**src/rtl/status_reg_unit_pkg.sv**
```systemverilog
// Flag definitions shared by the status register, condition evaluation and the ALU.
package status_reg_unit_pkg;

   localparam int FLAG_N = 3;
   localparam int FLAG_Z = 2;
   localparam int FLAG_C = 1;
   localparam int FLAG_V = 0;

   typedef logic [3:0] nzcv_t;

   localparam nzcv_t NZCV_RESET = 4'b0000;

endpackage

```
**src/rtl/flag_save_stack.sv**
```systemverilog
// LIFO of saved NZCV flag sets used for nested exception entry/return.
module flag_save_stack
   import status_reg_unit_pkg::*;
#(
   parameter int STACK_DEPTH = 2
) (
   input  logic        clk,
   input  logic        rst_n,
   input  logic        push,
   input  logic        pop,
   input  nzcv_t       data_in,
   output nzcv_t       data_out,
   output logic [2:0]  depth,
   output logic        full,
   output logic        empty
);

   nzcv_t entries [STACK_DEPTH];

   assign full  = (depth == 3'(STACK_DEPTH));
   assign empty = (depth == 3'd0);

   // Push writes the slot just above the current top; push wins over pop.
   always_ff @(posedge clk or negedge rst_n) begin
      if (!rst_n) begin
         entries <= '{default: NZCV_RESET};
         depth   <= 3'd0;
      end else begin
         for (int i = 0; i < STACK_DEPTH; i++) begin
            if (push && !full && depth == 3'(i)) begin
               entries[i] <= data_in;
            end
         end
         if (push && !full) begin
            depth <= depth + 3'd1;
         end else if (pop && !empty) begin
            depth <= depth - 3'd1;
         end
      end
   end

   always_comb begin
      data_out = NZCV_RESET;
      for (int i = 0; i < STACK_DEPTH; i++) begin
         if (depth == 3'(i + 1)) begin
            data_out = entries[i];
         end
      end
   end

endmodule

```
**src/rtl/status_reg_unit.sv**
```systemverilog
// NZCV status register with ALU/MSR update, exception save stack and sticky error.
// Define SR_BYPASS_EN to forward the next-edge SR value on SR_fwd.
module status_reg_unit
   import status_reg_unit_pkg::*;
#(
   parameter int STACK_DEPTH = 2
) (
   input  logic        clk,
   input  logic        rst_n,
   input  logic [3:0]  alu_flags,
   input  logic        s_bit,
   input  logic        upd_valid,
   input  logic        cond_pass,
   input  logic        msr_we,
   input  logic [3:0]  msr_data,
   input  logic        exc_entry,
   input  logic        exc_return,
   input  logic        stall,
   input  logic        flush,
   output logic [3:0]  SR,
   output logic [3:0]  SR_fwd,
   output logic [2:0]  depth,
   output logic        flags_changed,
   output logic        stack_err
);

   nzcv_t sr_next;
   nzcv_t stack_top;
   logic  stack_full;
   logic  stack_empty;
   logic  do_entry;
   logic  do_return;
   logic  err_next;

   // Entry beats return; flush only masks the ALU and MSR sources.
   assign do_entry  = exc_entry & ~stall;
   assign do_return = exc_return & ~exc_entry & ~stall;
   assign err_next  = (do_entry & stack_full) | (do_return & stack_empty);

   flag_save_stack #(
      .STACK_DEPTH(STACK_DEPTH)
   ) u_stack (
      .clk      (clk),
      .rst_n    (rst_n),
      .push     (do_entry),
      .pop      (do_return),
      .data_in  (SR),
      .data_out (stack_top),
      .depth    (depth),
      .full     (stack_full),
      .empty    (stack_empty)
   );

   always_comb begin
      sr_next = SR;
      if (stall || exc_entry) begin
         sr_next = SR;
      end else if (exc_return) begin
         if (!stack_empty) begin
            sr_next = stack_top;
         end
      end else if (flush) begin
         sr_next = SR;
      end else if (msr_we) begin
         sr_next = msr_data;
      end else if (upd_valid && s_bit && cond_pass) begin
         sr_next = alu_flags;
      end
   end

   // A stalled cycle freezes everything, including the change pulse.
   always_ff @(posedge clk or negedge rst_n) begin
      if (!rst_n) begin
         SR            <= NZCV_RESET;
         flags_changed <= 1'b0;
         stack_err     <= 1'b0;
      end else if (!stall) begin
         SR            <= sr_next;
         flags_changed <= (sr_next != SR);
         if (err_next) begin
            stack_err <= 1'b1;
         end
      end
   end

`ifdef SR_BYPASS_EN
   assign SR_fwd = sr_next;
`else
   assign SR_fwd = SR;
`endif

endmodule

```
**config.mk**
```make
export PLATFORM = sky130hd
export DESIGN_NAME = status_reg_unit
export DESIGN_NICKNAME = d
export VERILOG_FILES = /design/src/rtl/status_reg_unit_pkg.sv /design/src/rtl/flag_save_stack.sv /design/src/rtl/status_reg_unit.sv
export SDC_FILE = /design/constraint.sdc
export NUM_CORES = 1
export LEC_CHECK = 0
export CAP_MARGIN = 15
export CORE_AREA = 2 2 71 73
export CTS_CLUSTER_DIAMETER = 120
export DETAILED_ROUTE_END_ITERATION = 16
export DIE_AREA = 0 0 73 75
export HOLD_SLACK_MARGIN = 0.06
export PLACE_DENSITY = 0.48
export SYNTH_ARGS = -nofsm -noshare
export SYNTH_HDL_FRONTEND = slang
export SYNTH_HIERARCHICAL = 1
export SYNTH_SLANG_ARGS = --single-unit
```
**constraint.sdc**
```tcl
create_clock -name clk -period 2.35 [get_ports clk]
set_input_delay 0.705 -clock clk [delete_from_list [all_inputs] [get_ports clk]]
set_output_delay 0.705 -clock clk [all_outputs]
set_load 0.01 [all_outputs]
```
==> impl_metrics.yaml <==
synthesis:
  synth_ff_type: "dfrtp_1"
  synth.distinct_cells: 53
  ys_ff_latch: 17
  syn-instance-count: 144
  yosysMostFrequentCell: "dfrtp_1"
  synthTopCellsByArea: "dfrtp_1, ha_1, mux2_4"
  yosysTopAreaCell: "dfrtp_1"
  synthArstFlopShare_pct: 100.0
  syn-cell-area_sq_mm: 0.001314
  synthTopCellsByCount: "dfrtp_1, a21oi_1, nand2_1"
  yosys.area.top_type_share_pct: 32.38
  yosysSeqAreaShare_pct: 32.38
  avgSynthCellArea_sq_um: 9.123
  synthesis.nets: 167
  synth-edff-count: 0
  yosys_warnings: 6
detailed_routing:
  routed.top_layer: "met4"
  drt_pass1_iterations: 4
  wl_met1_um: 1672
  drtIter0Drc: 52
  routed_via_density: 4.992
  wl_met2_um: 1740
  route.met3.wl_um: 105
  vias: 1228
  wirelength_um: 3538
  wl_per_cell_um: 14.38
  ant_nets: 0
  drc: 0
global_route:
  grt_pass1_vias: 1238
  grt_pass1_wl_um: 6009
  grt_use_total_pct: 14.01
  grt_overflow_total: 0
  antenna_found_initial: 0
  grt_max_degree: 18
sta:
  slew_violations: 0
  rsz0062_at_grt: "no"
  tightestPinTransition_ns: 0.3909
  finalSetupViolations: 0
  fmax_mhz: 444.7
  finalCritPeriodShare_pct: 95.69
  hold_viol: 0
  worst_hold_slack_ns: 0.4981
  maxSlewHeadroom_pct: 73.94
  period_minus_slack_ns: 2.249
  timing.clock.skew_ns: 0.0008152
floorplanning:
  die_area_sq_mm: 0.005475
  core_sq_mm: 0.004661
  die_w_um: 73
  rows: 25
  die_y_um: 75
  initial_utilization_pct: 28.19
  pin_count: 31
setup_path:
  worstPathMaxFanout: 2
  critPathLaunchType: "input port"
  cp.required_ns: 2.48
  arrival_ns: 2.37
  critPathKind: "input port to flip-flop"
  end_kind: "flip-flop"
clock_tree:
  cts_buffer_depth: 2
  cts.sinks: 17
  postCtsHoldBufs: 0
  clkTransAtPathRegs_ns: 0.07
  postCtsSetupRepairBufs: 0
  cts_resized: 0
  htree_levels: 1
  insertion_delay_ns: 0.25
  cts_made_buffers: 3
  cts_tree: "built"
  cts_root_buffer: "clkbuf_8"
final_layout:
  n_antenna_cell: 0
  fin_nets: 216
  n_fill_cell: 446
  area_growth_syn_to_layout_pct: 41.05
  multi_input_area_sq_um: 808.3
  fin_util_pct: 39.76
  regArea_sq_um: 425.4
  drive_above_1_share_pct: 24.48
  fin_cells: 246
flow_run:
  drv_cap: 0
placement:
  gp_congestion: 0.7973
  io_buffers: 30
  dp_hpwl_um: 2765
  place_inst: 242
power_and_ir_drop:
  ir_drop_mv: 0.4108
  p_per_area_mw_per_mm2: 920.8
  leakage_nw: 0.8067
worst_hold_path:
  hold_path.class: "flip-flop to flip-flop"
status:
  outcome: "completed"
registers in the layout, indices dropped and copies added, names as in the netlist:
name / flops
SR: 4
flags_changed: 1
stack_err: 1
u_stack/depth: 3
u_stack/entries: 8
path summary, 6_finish.rpt:
kind / endpoint / slack [ns] / startpoint / cells after the start
min: stack_err / 0.50 / stack_err / 1
max reg2reg: flags_changed / 0.13 / u_stack/depth[0] / 10
min reg2reg: stack_err / 0.50 / stack_err / 1
min in group asynchronous: u_stack/depth[2] / 0.77 / rst_n / 2
max in group asynchronous: u_stack/entries[6] / 1.39 / rst_n / 2
max: flags_changed / 0.10 / msr_we / 7
cell families after synthesis:
| kind of cell | Yosys count | share of synthesized area [%] |
|---|---|---|
| AOI/OAI and AO/OA | 42 | 22.29 |
| muxes | 9 | 8.762 |
| xor gates and xnor gates | 4 | 2.667 |
| adders and majority gates | 5 | 4.762 |
| DFF | 17 | 32.38 |
| and+or+nand+nor | 50 | 21.71 |
| buffers and inverters | 17 | 7.428 |
cell type report:
cell class	instances	share of cell area, %
timing repair buffer	53	25.66
clock inverter	1	0.2701
clock buffer	3	2.228
inverter	8	1.621
multi-input combinational	110	43.62
tap	54	3.646
sequential	17	22.96
per-layer routing:
metal	up-vias	track usage (%)
met5	-	0
met4	0	1.852
met3	2	2.410
met2	24	23.82
met1	589	19.16
li1	613	-
per-stage QoR:
step | setup WS, ns | power, mW | TNS (ns) | instance area, sq um
after global placement | -0.2242 | 1.474 | -0.2859 | 1787
after global routing | 0.001622 | 1.850 | 0 | 1853
after floorplan | 0.07851 | 1.113 | 0 | 1314
after CTS | 0.01515 | 1.714 | 0 | 1833
after detailed placement | -0.2581 | 1.480 | -0.3326 | 1787
final | 0.1014 | 1.706 | 0 | 1853
critical path, cell delays in order:
cell	delay, ns
clkdlybuf4s50_1	0.48
or4b_1	0.43
o221a_2	0.14
nor3b_1	0.14
a211o_1	0.29
a21oi_2	0.10
a311oi_1	0.09
layout by cell type (no fill, tap or decap), drive strengths merged, types with 3 or more instances in the layout:
cell / instances
mux2: 8
a22oi: 3
clkbuf: 3
nand3: 4
dfrtp: 17
ha: 5
nor2b: 4
nand2: 11
nor3: 5
nor2: 9
buf: 23
xor2: 3
a21oi: 11
clkdlybuf4s50: 29
a211o: 3
inv: 8
o21ai: 9
nand2b: 3
power breakdown:
| group | internal [mW] | switching [mW] |
|---|---|---|
| clock | 0.118 | 0.105 |
| combinational | 0.528 | 0.413 |
| sequential | 0.419 | 0.124 |
| total | 1.06 | 0.642 |
No activity file was read; power rests on OpenSTA's default activity.
==> RTL change, RTL diff (config.mk and constraints unchanged) <==
`STACK_DEPTH` is set to 2 in 2 places; all go to 1.
--- a/src/rtl/flag_save_stack.sv
+++ b/src/rtl/flag_save_stack.sv
@@ -2,7 +2,7 @@
 module flag_save_stack
    import status_reg_unit_pkg::*;
 #(
-   parameter int STACK_DEPTH = 2
+   parameter int STACK_DEPTH = 1
 ) (
    input  logic        clk,
    input  logic        rst_n,
--- a/src/rtl/status_reg_unit.sv
+++ b/src/rtl/status_reg_unit.sv
@@ -3,7 +3,7 @@
 module status_reg_unit
    import status_reg_unit_pkg::*;
 #(
-   parameter int STACK_DEPTH = 2
+   parameter int STACK_DEPTH = 1
 ) (
    input  logic        clk,
    input  logic        rst_n,
Check against the original RTL: not equivalent (a bounded check fails within 4 cycles, from zero or initial values and one cycle with rst_n low).
==> RTL change against the original RTL <==
Sequential cell count shrank 4. Final area down 9.9%. First-iteration DRC count rose by 13%. Sequential power is 20% lower. Synthesized area shrank 17%. Hold slack lost 0.016 ns. Power shrank 14%. Die area unchanged. Sequential share of layout area is 3.5 points lower. Wire length shrank 13%. Final cell count is 7.7% lower. Critical path type unchanged. Setup slack got worse by 0.059 ns. Clock power down 11%.
==> RTL change: results (changes against the original RTL) <==
set qor(outcome) {complete, no violations} ;# unchanged
set qor(synth_xor_area_frac) 0.0322 ;# was 0.0267
set qor(nonClkBufAreaFrac) 0.277 ;# was 0.257
set qor(pre_cts_slack_ns) -0.281 ;# was -0.258 ns
set qor(worstRegToRegCells) 11 ;# was 10
set qor(global_route_wire_length_before_repair_um) 5000 ;# was 6010 um
set qor(synth_top_cells_by_area) {sky130_fd_sc_hd__dfrtp_1, sky130_fd_sc_hd__a21oi_1, sky130_fd_sc_hd__ha_1} ;# was sky130_fd_sc_hd__dfrtp_1, sky130_fd_sc_hd__ha_1, sky130_fd_sc_hd__mux2_4
set qor(multi_input_area_um2) 739 ;# was 808 um^2
set qor(drive_gt1_frac) 0.243 ;# was 0.245
set qor(final_cell_area_mm2) 0.00167 ;# was 0.00185 mm^2
set qor(route.detailed.vias_per_inst) 4.89 ;# was 4.99
set qor(flow.area_growth_from_synthesis_pct) 53.5 ;# was 41.0%
set qor(fmax_mhz) 433 ;# was 445 MHz
set qor(cpLargestDelayFamily) {simple AND/OR/NAND/NOR gates} ;# was compound AO/OA/AOI/OAI gates
set qor(groute.usage.overall) 0.118 ;# was 0.140
set qor(layout.comb_gates.multi_input) 98 ;# was 110
set qor(net_sw_power_uw) 552 ;# was 642 uW
set qor(worst_clock_skew_ns) 0.00915 ;# was 0.000815 ns
set qor(dp_hpwl_um) 2440 ;# was 2770 um
set qor(post_cts_resize_count) 1 ;# was 0
set qor(crit_path_dat_ns) 2.42 ;# was 2.37 ns
set qor(routedWlPerCell_um) 13.6 ;# was 14.4 um
set qor(power-per-cell-area_mw_per_mm2) 878 ;# was 921 mW/mm^2
set qor(worst_supply_voltage_drop_on_vdd_v) 0.000270 ;# was 0.000411 V
set qor(final_clock_cell_share) 0.0270 ;# was 0.0250
set qor(dpl_cell_area_mm2) 0.00155 ;# was 0.00179 mm^2
set qor(yosys.cell_types.count) 47 ;# was 53
set qor(synthMuxAreaShare) 0.0506 ;# was 0.0876
set qor(vias_in_the_first_global_route) 1086 ;# was 1,238
set qor(signal_buffers) 50 ;# was 53
set qor(worst_path_max_delay_cell) {sky130_fd_sc_hd__or4b_4} ;# was sky130_fd_sc_hd__clkdlybuf4s50_1
set qor(biggestRegsByFlops) {SR: 4 flops, u_stack/entries: 4 flops, u_stack/depth: 3 flops} ;# was u_stack/entries: 8 flops, SR: 4 flops, u_stack/depth: 3 flops
set qor(dp.cells) 223 ;# was 242
set qor(synthesis.area_per_instance_um2) 8.56 ;# was 9.12 um^2
set qor(power_in_combinational_cells_uw) 830 ;# was 941 uW
set qor(synth-seq-area-share) 0.299 ;# was 0.324
set qor(synth_compound_gate_area_share) 0.246 ;# was 0.223
set qor(rr_startpoint) {u_stack/depth[1]} ;# was u_stack/depth[0]
## RTL change: cell types whose count changed in the layout (fill, tap and decap cells not counted), moves of 2 or more
cell,change
sky130_fd_sc_hd__o21ai_0,+2
sky130_fd_sc_hd__clkdlybuf4s50_1,-2
sky130_fd_sc_hd__mux2_4,-4
sky130_fd_sc_hd__nor2b_4,+2
sky130_fd_sc_hd__nor2_1,-2
sky130_fd_sc_hd__nor3_2,-2
sky130_fd_sc_hd__and3b_4,-2
sky130_fd_sc_hd__and2_1,+4
sky130_fd_sc_hd__dfrtp_1,-4
sky130_fd_sc_hd__buf_4,-4
sky130_fd_sc_hd__dlymetal6s2s_1,+2
sky130_fd_sc_hd__nand2_1,-2
sky130_fd_sc_hd__nand3b_1,-2
## RTL change: metal layers
layer	part of all wire	vias to the layer above	GRT usage	wire (um)
li1	-	544	-	-
met3	0.024	2	0.0241	73
met1	0.45	548	0.154	1390
met4	0.0062	0	0.0206	19
met5	0	-	0	0
met2	0.52	16	0.203	1600
